$ cat config.mk
export PLATFORM = sky130hd
export DESIGN_NAME = ds_adc_conv_ctrl
export DESIGN_NICKNAME = d
export VERILOG_FILES = /design/src/rtl/ds_adc_pkg.sv /design/src/rtl/ds_avg_accum.sv /design/src/rtl/ds_adc_conv_ctrl.sv
export SDC_FILE = /design/constraint.sdc
export NUM_CORES = 1
export LEC_CHECK = 0
export BUFFER_PORTS_ARGS = -buffer_cell sky130_fd_sc_hd__buf_2
export CAP_MARGIN = 0
export CORE_MARGIN = 2
export CORE_UTILIZATION = 51
export CTS_BUF_LIST = sky130_fd_sc_hd__clkbuf_16
export CTS_CLUSTER_DIAMETER = 60
export DETAILED_ROUTE_END_ITERATION = 8
export PLACE_DENSITY = 0.81
export SYNTH_ARGS = -nofsm -noshare
export SYNTH_HDL_FRONTEND = slang
export SYNTH_SLANG_ARGS = --single-unit
$ cat constraint.sdc
create_clock -name clk -period 2.27 [get_ports clk]
set_input_delay 0.454 -clock clk [delete_from_list [all_inputs] [get_ports clk]]
set_output_delay 0.454 -clock clk [all_outputs]
set_load 0.02 [all_outputs]
$ cat src/rtl/ds_adc_pkg.sv
// ds_adc_pkg: shared state type and sizing helper for the delta-sigma conversion controller.
package ds_adc_pkg;
    typedef enum logic [1:0] {ST_IDLE, ST_ADC_RST, ST_SETTLE, ST_ACCUM} ds_ctrl_state_t;
    function automatic int acc_width(input int width, input int avg_log2);
        return width + avg_log2;
    endfunction
endpackage

$ cat src/rtl/ds_avg_accum.sv
// ds_avg_accum: signed sample accumulator that emits the floor average of 2^AVG_LOG2 samples.
module ds_avg_accum
    import ds_adc_pkg::*;
#(
    parameter int WIDTH    = 8,
    parameter int AVG_LOG2 = 3
) (
    input  logic                    clk,
    input  logic                    rstn,
    input  logic                    clr,
    input  logic                    en,
    input  logic signed [WIDTH-1:0] din,
    output logic                    done,
    output logic signed [WIDTH-1:0] avg
);
    localparam int AW = acc_width(WIDTH, AVG_LOG2);
    localparam int CW = AVG_LOG2 + 1;
    logic signed [AW-1:0] acc_q, acc_d, sum;
    logic [CW-1:0] cnt_q, cnt_d;
    // The final sample is folded into the average directly so the result is ready on its strobe.
    always_comb begin
        sum   = acc_q + AW'(din);
        done  = en && (cnt_q == CW'((1 << AVG_LOG2) - 1));
        avg   = WIDTH'(sum >>> AVG_LOG2);
        acc_d = (clr || done) ? '0 : en ? sum : acc_q;
        cnt_d = (clr || done) ? '0 : en ? cnt_q + CW'(1) : cnt_q;
    end
    always_ff @(posedge clk) begin
        if (!rstn) begin
            acc_q <= '0;
            cnt_q <= '0;
        end else begin
            acc_q <= acc_d;
            cnt_q <= cnt_d;
        end
    end
endmodule

$ cat src/rtl/ds_adc_conv_ctrl.sv
// ds_adc_conv_ctrl: sequences ADC reset, settling discard and averaging, and hands results
// to the consumer over valid/ready with a sticky overrun flag.
module ds_adc_conv_ctrl
    import ds_adc_pkg::*;
#(
    parameter int WIDTH    = 8,
    parameter int RST_CYC  = 4,
    parameter int SETTLE   = 4,
    parameter int AVG_LOG2 = 3
) (
    input  logic                    clk,
    input  logic                    rstn,
    input  logic                    start,
    input  logic                    cont_mode,
    input  logic                    abort,
    input  logic                    dig_valid,
    input  logic signed [WIDTH-1:0] dig_out,
    output logic                    adc_rstn,
    output logic                    busy,
    output logic signed [WIDTH-1:0] result,
    output logic                    result_valid,
    input  logic                    result_ready,
    output logic                    overrun
);
    localparam int PW = $clog2((RST_CYC > SETTLE ? RST_CYC : SETTLE) + 1);
    ds_ctrl_state_t state_q, state_d;
    logic [PW-1:0] phase_q, phase_d;
    logic cont_q, cont_d, adc_rstn_q, adc_rstn_d;
    logic result_valid_q, result_valid_d, overrun_q, overrun_d;
    logic signed [WIDTH-1:0] result_q, result_d, acc_avg;
    logic acc_en, acc_clr, acc_done;

    ds_avg_accum #(.WIDTH(WIDTH), .AVG_LOG2(AVG_LOG2)) u_accum (
        .clk  (clk),
        .rstn (rstn),
        .clr  (acc_clr),
        .en   (acc_en),
        .din  (dig_out),
        .done (acc_done),
        .avg  (acc_avg)
    );

    always_comb begin
        state_d        = state_q;
        phase_d        = phase_q;
        cont_d         = cont_q;
        result_d       = result_q;
        result_valid_d = result_valid_q && !result_ready;
        overrun_d      = overrun_q;
        acc_en         = state_q == ST_ACCUM && dig_valid && !abort;
        acc_clr        = abort || (state_q == ST_IDLE && start);
        if (abort) begin
            state_d = ST_IDLE;
            phase_d = '0;
        end else begin
            case (state_q)
                ST_IDLE: if (start) begin
                    state_d   = ST_ADC_RST;
                    phase_d   = '0;
                    cont_d    = cont_mode;
                    overrun_d = 1'b0;
                end
                ST_ADC_RST: begin
                    state_d = (phase_q == PW'(RST_CYC - 1)) ? ((SETTLE == 0) ? ST_ACCUM : ST_SETTLE) : ST_ADC_RST;
                    phase_d = (phase_q == PW'(RST_CYC - 1)) ? '0 : phase_q + PW'(1);
                end
                ST_SETTLE: if (dig_valid) begin
                    state_d = (phase_q == PW'(SETTLE - 1)) ? ST_ACCUM : ST_SETTLE;
                    phase_d = (phase_q == PW'(SETTLE - 1)) ? '0 : phase_q + PW'(1);
                end
                ST_ACCUM: if (acc_done) begin
                    state_d        = cont_q ? ST_ACCUM : ST_IDLE;
                    result_d       = acc_avg;
                    result_valid_d = 1'b1;
                    // Overwriting an unconsumed result is only an overrun if it was not taken this cycle.
                    overrun_d      = overrun_q || (result_valid_q && !result_ready);
                end
                default: state_d = ST_IDLE;
            endcase
        end
        adc_rstn_d = state_d == ST_SETTLE || state_d == ST_ACCUM;
    end

    always_ff @(posedge clk) begin
        if (!rstn) begin
            state_q        <= ST_IDLE;
            phase_q        <= '0;
            cont_q         <= 1'b0;
            adc_rstn_q     <= 1'b0;
            result_q       <= '0;
            result_valid_q <= 1'b0;
            overrun_q      <= 1'b0;
        end else begin
            state_q        <= state_d;
            phase_q        <= phase_d;
            cont_q         <= cont_d;
            adc_rstn_q     <= adc_rstn_d;
            result_q       <= result_d;
            result_valid_q <= result_valid_d;
            overrun_q      <= overrun_d;
        end
    end

    assign adc_rstn     = adc_rstn_q;
    assign busy         = state_q != ST_IDLE;
    assign result       = result_q;
    assign result_valid = result_valid_q;
    assign overrun      = overrun_q;
endmodule

Word level (Yosys, flattened, before mapping):

Index checks and enable logic that the tools add are counted.

* bits of input ports: 15
* flip-flop bits (word level): 32
* logic and storage cells: 63

* add/sub/neg operators: 3
* equal/unequal tests: 10
* reductions and logical operators: 21
* mux-type cells: 18
* bitwise operators: 2

Operators by type and width (number)
* 2-bit 2-to-1 mux: 6
* 11-bit by 8-bit adder with 11-bit output: 1
* 3-bit 2-to-1 mux: 3
* 3-bit one-hot mux with 3 select lines: 1
* 3-bit AND reduction: 3
* 2-bit equality test, second input constant: 4
* 2-bit one-hot mux with 4 select lines: 1
* 1-bit 2-to-1 mux: 6
* 2-bit inequality test, second input constant: 3
* 1-bit logical AND: 5
* 4-bit by 1-bit adder with 4-bit output, second input constant: 1
* 4-bit by 3-bit equality test with 1-bit output, second input constant: 1
* 1-bit logical OR: 4
* 4-bit AND reduction: 1
* 2-bit nonzero test: 2
* 2-bit OR reduction: 2
* 3-bit by 1-bit adder with 3-bit output, second input constant: 1
* 3-bit by 2-bit equality test with 1-bit output, second input constant: 1
* 3-bit nonzero test: 1
* 2-bit by 1-bit equality test with 1-bit output, second input constant: 1
* 1-bit zero test: 2
* 2-bit zero test: 1
* 1-bit NOT: 2
* 1-bit one-hot mux with 2 select lines: 1

Logic depth before layout (Yosys ltp):

Gate-level depths: netlist of the first run.

* word-level depth: 9
* mapped depth: 9
* gate-level depth less buffers: 8

Modules after synthesis:

Synthesis of the first run repeated with hierarchy kept, for this count alone.

* cell total of the unflattened synthesis: 209
* area, all modules: 1974.4 um^2

By module, submodules not included
* ds_avg_accum: cells an instance 125, times used 1, area each 1113.6 um^2, sequential area each 300.3 um^2
* ds_adc_conv_ctrl: cells an instance 84, times used 1, area each 860.8 um^2, sequential area each 340.3 um^2

Worst setup path before layout of the first run:

Ideal clock, no wire load.

* path type: input port to flip-flop
* start point: input dig_out[0]
* end point: register u_accum.acc_q[10]
* data arrival time: 2.076 ns
* required time: 2.150 ns
* buffers on the path: 0
* path slack: 0.074 ns
* cell stages on the path: 8
* path through: ha_1 -> fa_1 -> a21oi_1 -> o22ai_1 -> o311a_1 -> o22ai_1 -> a21o_1 -> a21oi_1

* longest elaborated chain between the ends: 1

Ends and longest elaborated chain
* start, declared: RTL line ds_adc_conv_ctrl.sv:17 `input logic signed [WIDTH-1:0] dig_out,`
* 11-bit by 8-bit adder with 11-bit output: RTL line ds_avg_accum.sv:22 `sum = acc_q + AW'(din);`
* end signal, assigned: RTL line ds_avg_accum.sv:30 `acc_q <= '0;`
* end signal, assigned: RTL line ds_avg_accum.sv:33 `acc_q <= acc_d;`
* end, declared: RTL line ds_avg_accum.sv:18 `logic signed [AW-1:0] acc_q, acc_d, sum;`

Every way passes these cells.
A chain may end at the register's enable or synchronous reset.

Worst setup path after layout of the first run:

* start point: register u_accum.acc_q[0]
* end point: register u_accum.acc_q[10]

* longest elaborated chain between the ends: 1

Ends and longest elaborated chain (RTL line)
* 11-bit by 8-bit adder with 11-bit output: ds_avg_accum.sv:22

Every way passes these cells.

==> results of run 1 <==
[critical path, cell delays in order, from the launching register on]
cell     delay [ns]
dfxtp_1        0.31
ha_1           0.20
fa_1           0.40
a21oi_2        0.19
o22ai_1        0.13
o311a_1        0.39
o22ai_2        0.20
nand3_1        0.11
a21oi_1        0.19
[worst min path at each step]
stage / end / cells past startpoint
after CTS: cont_q / 3
after global placement: result[2] / 2
after floorplan: u_accum.acc_q[5] / 2
final: cont_q / 3
after global routing: cont_q / 3
after detailed placement: result[2] / 2
[registers in the layout, summed over array words and instances (netlist names)]
name	cells
u_accum.acc_q	11
result	8
u_accum.cnt_q	4
phase_q	3
state_q	2
adc_rstn	1
cont_q	1
overrun	1
result_valid	1
[cells in the mapped netlist, drive strengths merged (5+ instances only)]
| cell | count | area, um^2 |
|---|---|---|
| a211oi | 6 | 45.0 |
| xnor2 | 7 | 61.3 |
| clkbuf | 8 | 30.0 |
| ha | 16 | 200 |
| dfxtp | 32 | 641 |
| nand2 | 35 | 134 |
| nor2 | 13 | 48.8 |
| inv | 10 | 37.5 |
| buf | 5 | 37.5 |
| a21oi | 20 | 100 |
| nand2b | 6 | 37.5 |
| nand3 | 14 | 70.1 |
| o21ai | 7 | 35.0 |
[cells by family after synthesis]
family,share of synthesized area
AOI/OAI and AO/OA,0.203
xor gates and xnor gates,0.0409
adders and majority gates,0.114
buffers and inverters,0.0546
DFF,0.333
muxes,0.0104
and+or+nand+nor,0.244
[cell type report]
cell class / instances / share of cell area
Multi-Input combinational cell: 178 / 0.512
Sequential cell: 32 / 0.276
Timing Repair Buffer: 43 / 0.111
Clock buffer: 5 / 0.0538
Tap cell: 48 / 0.0258
Inverter: 10 / 0.0161
Clock inverter: 3 / 0.00592
[where the power goes]
group          total [mW]  internal [mW]  leakage [nW]  switching, mW
clock network       0.634          0.397        0.0710          0.236
registers           0.570          0.566         0.258        0.00347
logic               0.117         0.0495         0.700         0.0674
[per-stage QoR]
stage	util	hold slack, ns	total power [mW]
CTS	0.637	0.451	1.32
global route	0.640	0.466	1.37
detailed placement	0.599	0.450	0.695
finish	0.640	0.448	1.32
global placement	0.599	0.441	0.693
floorplan	-	0.436	0.650
[timing repair]
item / 4_1_cts / 5_1_grt
resized for setup: 0 / 2
setup buffers: 0 / 0
endpoints found under the setup margin: 0 / 3
[metal layers]
metal	GRT usage	vias to the layer above	part of all wire
met5	0	-	0
met4	0.128	0	0.031
met3	0.0599	17	0.054
met2	0.348	59	0.46
met1	0.276	820	0.45
li1	-	914	-
==> out/results.ini, run 1 <==
[clock_tree]
cts_root_buffer = clkbuf_16
cts_hold_buf = 0
clock_path_buffers = 2
clk_pin_slew_ns = 0.05
cts_sinks = 32
clock_latency_ns = 0.28
cts_buffers = 5
tritoncts = done
cts_max_level = 2

[layout]
seqCellArea_um2 = 641
layout-drive-gt1-share = 0.207
postLayoutCellArea_um2 = 2320
layout_commonest_cell = nand2_1
layout.nets = 302
fin_cells = 319
area_delta_synth_final_pct = 20.7
fillers = 298
layout_common_cells = nand2_1, dfxtp_1, buf_2
multi_input_area_um2 = 1190
n_antenna_cell = 0

[sta]
setup_ws_ns = 0.0674
final.setup.tns_ns = 0
tightest_slew_ns = 0.487
slew_headroom = 0.673
finClkSkew_ns = 0.00463
finalSetupViolations = 0
fmax_mhz = 454
layout_min_cycle_time_ns = 2.20
period_share = 0.970
finalHoldViolations = 0
maxSlewViolCount = 0

[synth]
yosysSeqAreaShare = 0.333
ys.flop_type = dfxtp_1
netlist_area_um2 = 1930
synth_fp_nets = 265
synth.distinct_cells = 46
synth-seq-cells = 32
syn_inst = 233
yosys_warnings = 0
async_reset_ff_frac = 0
avgSynthCellArea_um2 = 8.26
synth-edff-count = 0

[power]
power.density_nw_per_um2 = 568
ir_drop_uv = 255
cellLeakagePower_nw = 1.03

[critical_path]
worstSetupPathType = flip-flop to flip-flop
cp-end-kind = flip-flop
cp-start-kind = flip-flop
reg2regPathDepth = 8
cp_max_fo = 3
rr_endpoint = u_accum.acc_q[10]
r2r_start = u_accum.acc_q[0]
worstPathRequired_ns = 2.47
cp-startpoint = u_accum.acc_q[0]
reg2reg_slack_ns = 0.07
endpoint = u_accum.acc_q[10]
crit_arrival_ns = 2.40

[floorplan]
row_count = 22
start_util = 0.530
die_w_um = 65.4
fp.dieArea_um2 = 4280
die_h_um = 65.4
core_um2 = 3630
ios = 27

[placed_design]
place_ws_ns = -0.168
io_buffers = 26
place_hpwl_um = 3070
placedCellCount = 311
gp_congestion = 0.852
place_area_um2 = 2180

[grt]
track_usage = 0.223
grt_antenna_before_repair = 0
grt_pass1_vias = 1742
grt_max_degree = 20
grt_first_pass_wirelength_um = 7400
grt_overflow = 0

[drt]
viasPerCell = 5.67
wl_per_cell_um = 13.7
ant_nets = 0
finalWirelength_um = 4370
first_pass_iters = 4
drtIter0Drc = 166
vias = 1810
post-route-drc-count = 0

[hold_path]
hold_path.startpoint = cont_mode
hold_path_class = input port to flip-flop

[flow_run]
max_cap_violations = 0

[run_status]
run_status = completed

Note: power is estimated with default switching activity, not from simulation.
==> run 2: changes to the inputs <==
--- a/config.mk
+++ b/config.mk
@@ -9,7 +9,6 @@
 export CAP_MARGIN = 0
 export CORE_MARGIN = 2
 export CORE_UTILIZATION = 51
-export CTS_BUF_LIST = sky130_fd_sc_hd__clkbuf_16
 export CTS_CLUSTER_DIAMETER = 60
 export DETAILED_ROUTE_END_ITERATION = 8
 export PLACE_DENSITY = 0.81
==> run 2 against run 1 <==
Clock skew increased by 0.0012 ns. Cell area decreased by 2.0%. Total power decreased by 14%. Die area unchanged. Sequential share of layout area increased by 0.56 points. Worst setup slack got worse by 0.028 ns. First-iteration DRC count decreased by 27%. Utilization decreased by 1.3 points. Maximum frequency decreased by 1.3%. Critical path type unchanged.
==> out/results.ini, run 2 (same netlist as run 1, synthesis figures left out) <==
[run_status]
run_status = completed

[critical_path]
crit_chain = ha_1 -> fa_1 -> a21oi_2 -> o211ai_1 -> a221oi_2 -> nor2_1 -> or3_1 -> nand3_1
cp_slowest_stage_delay_ns = 0.41
worstPathRequired_ns = 2.50
worstSetupPathType = flip-flop to flip-flop
cp-start-kind = flip-flop
crit_arrival_ns = 2.46
cp_max_fo = 3
cp_slowest_cell = fa_1
cp-end-kind = flip-flop

[power]
cellLeakagePower_nw = 1.01
ir_drop_uv = 294
power.density_nw_per_um2 = 499
power_mw = 1.14

[drt]
finalWirelength_um = 4110
first_pass_iters = 4
viasPerCell = 5.57
vias = 1778
ant_nets = 0
wl_per_cell_um = 12.9
post-route-drc-count = 0
drtIter0Drc = 122

[layout]
area_delta_synth_final_pct = 18.3
largest_register_ffs = 11
top_register = u_accum.acc_q
layout_common_cells = nand2_1, dfxtp_1, buf_2
finish.utilization = 0.627
layout_commonest_cell = nand2_1
n_antenna_cell = 0
layout-drive-gt1-share = 0.210
layout.nets = 302

[placed_design]
gp_congestion = 0.852
place_hpwl_um = 3070
place_ws_ns = -0.168
io_buffers = 26

[sta]
fmax_mhz = 448
finalHoldViolations = 0
setup_ws_ns = 0.0392
finalSetupViolations = 0
tightest_slew_ns = 0.495
final.setup.tns_ns = 0
layout_min_cycle_time_ns = 2.23
maxSlewViolCount = 0
period_share = 0.983
finClkSkew_ns = 0.00587
slew_headroom = 0.668

[floorplan]
die_w_um = 65.4
die_h_um = 65.4
core_um2 = 3630
row_count = 22
ios = 27
fp.dieArea_um2 = 4280
start_util = 0.530

[grt]
grt_max_degree = 20
grt_pass1_vias = 1664
use_met2 = 0.323
grtUsageMet1 = 0.275
grt_first_pass_wirelength_um = 7020
grt_busiest_layer = met2
grt_overflow = 0
grtUsageMet3 = 0.0531
track_usage = 0.210
grt_antenna_before_repair = 0

[clock_tree]
cts_max_level = 2
tritoncts = done
cts_buffers = 5
clk_pin_slew_ns = 0.07
post_cts_buffers = 0
clock_latency_ns = 0.29
cts_root_buffer = clkbuf_8
clock_path_buffers = 2
cts_hold_buf = 0
cts_sinks = 32

[flow_run]
max_cap_violations = 0

[hold_path]
hold_path_class = input port to flip-flop

run 2: changes by cell type in the layout (fill, tap and decap cells not counted):
| cell | change |
|---|---|
| clkbuf_16 | -5 |
| clkbuf_8 | +6 |
| clkinv_1 | -1 |
run 2: stage by stage:
step                cells  hold WS (ns)  cell area, um^2
floorplan             233         0.436             1930
global placement      311         0.441             2180
detailed placement    311         0.450             2180
CTS                   319         0.438             2270
global route          319         0.451             2280
finish                319         0.446             2280
run 2: report_power, final:
group	total [mW]	internal (mW)	switching (mW)
clock network	0.452	0.242	0.211
logic	0.117	0.0495	0.0671
registers	0.569	0.565	0.00351
run 2: layout make-up:
cell class | instances | area, um^2
Inverter | 10 | 37.5
Sequential cell | 32 | 641
Clock inverter | 2 | 10.0
Multi-Input combinational cell | 178 | 1190
Clock buffer | 6 | 82.6
Tap cell | 48 | 60.1
Timing Repair Buffer | 43 | 258
Fill cell | 308 | 1360
run 2: critical path, delay by kind of cell, from the launching register on:
family / cells / cell delay [ns]
AOI/OAI and AO/OA: 3 / 0.70
adders and majority gates: 2 / 0.61
and+or+nand+nor: 3 / 0.54
DFF: 1 / 0.31
run 2: worst paths after layout:
path                          from               end  slack (ns)  cells after the start
setup / recovery  u_accum.acc_q[0]         result[7]        0.04                      8
hold / removal           cont_mode            cont_q        0.45                      3
setup reg to reg  u_accum.acc_q[0]         result[7]        0.04                      8
hold reg to reg   u_accum.acc_q[7]  u_accum.acc_q[7]        0.46                      2
run 2: repair_timing:
| action | in CTS | in global routing |
|---|---|---|
| hold endpoints to repair | 0 | 0 |
| endpoints found under the setup margin | 0 | 2 |
| resized for setup | 0 | 2 |
run 2: routing by layer:
| layer | vias up | wire length [um] |
|---|---|---|
| li1 | 911 | - |
| met1 | 811 | 1990 |
| met2 | 43 | 1840 |
| met3 | 13 | 185 |
| met4 | 0 | 97 |
| met5 | - | 0 |
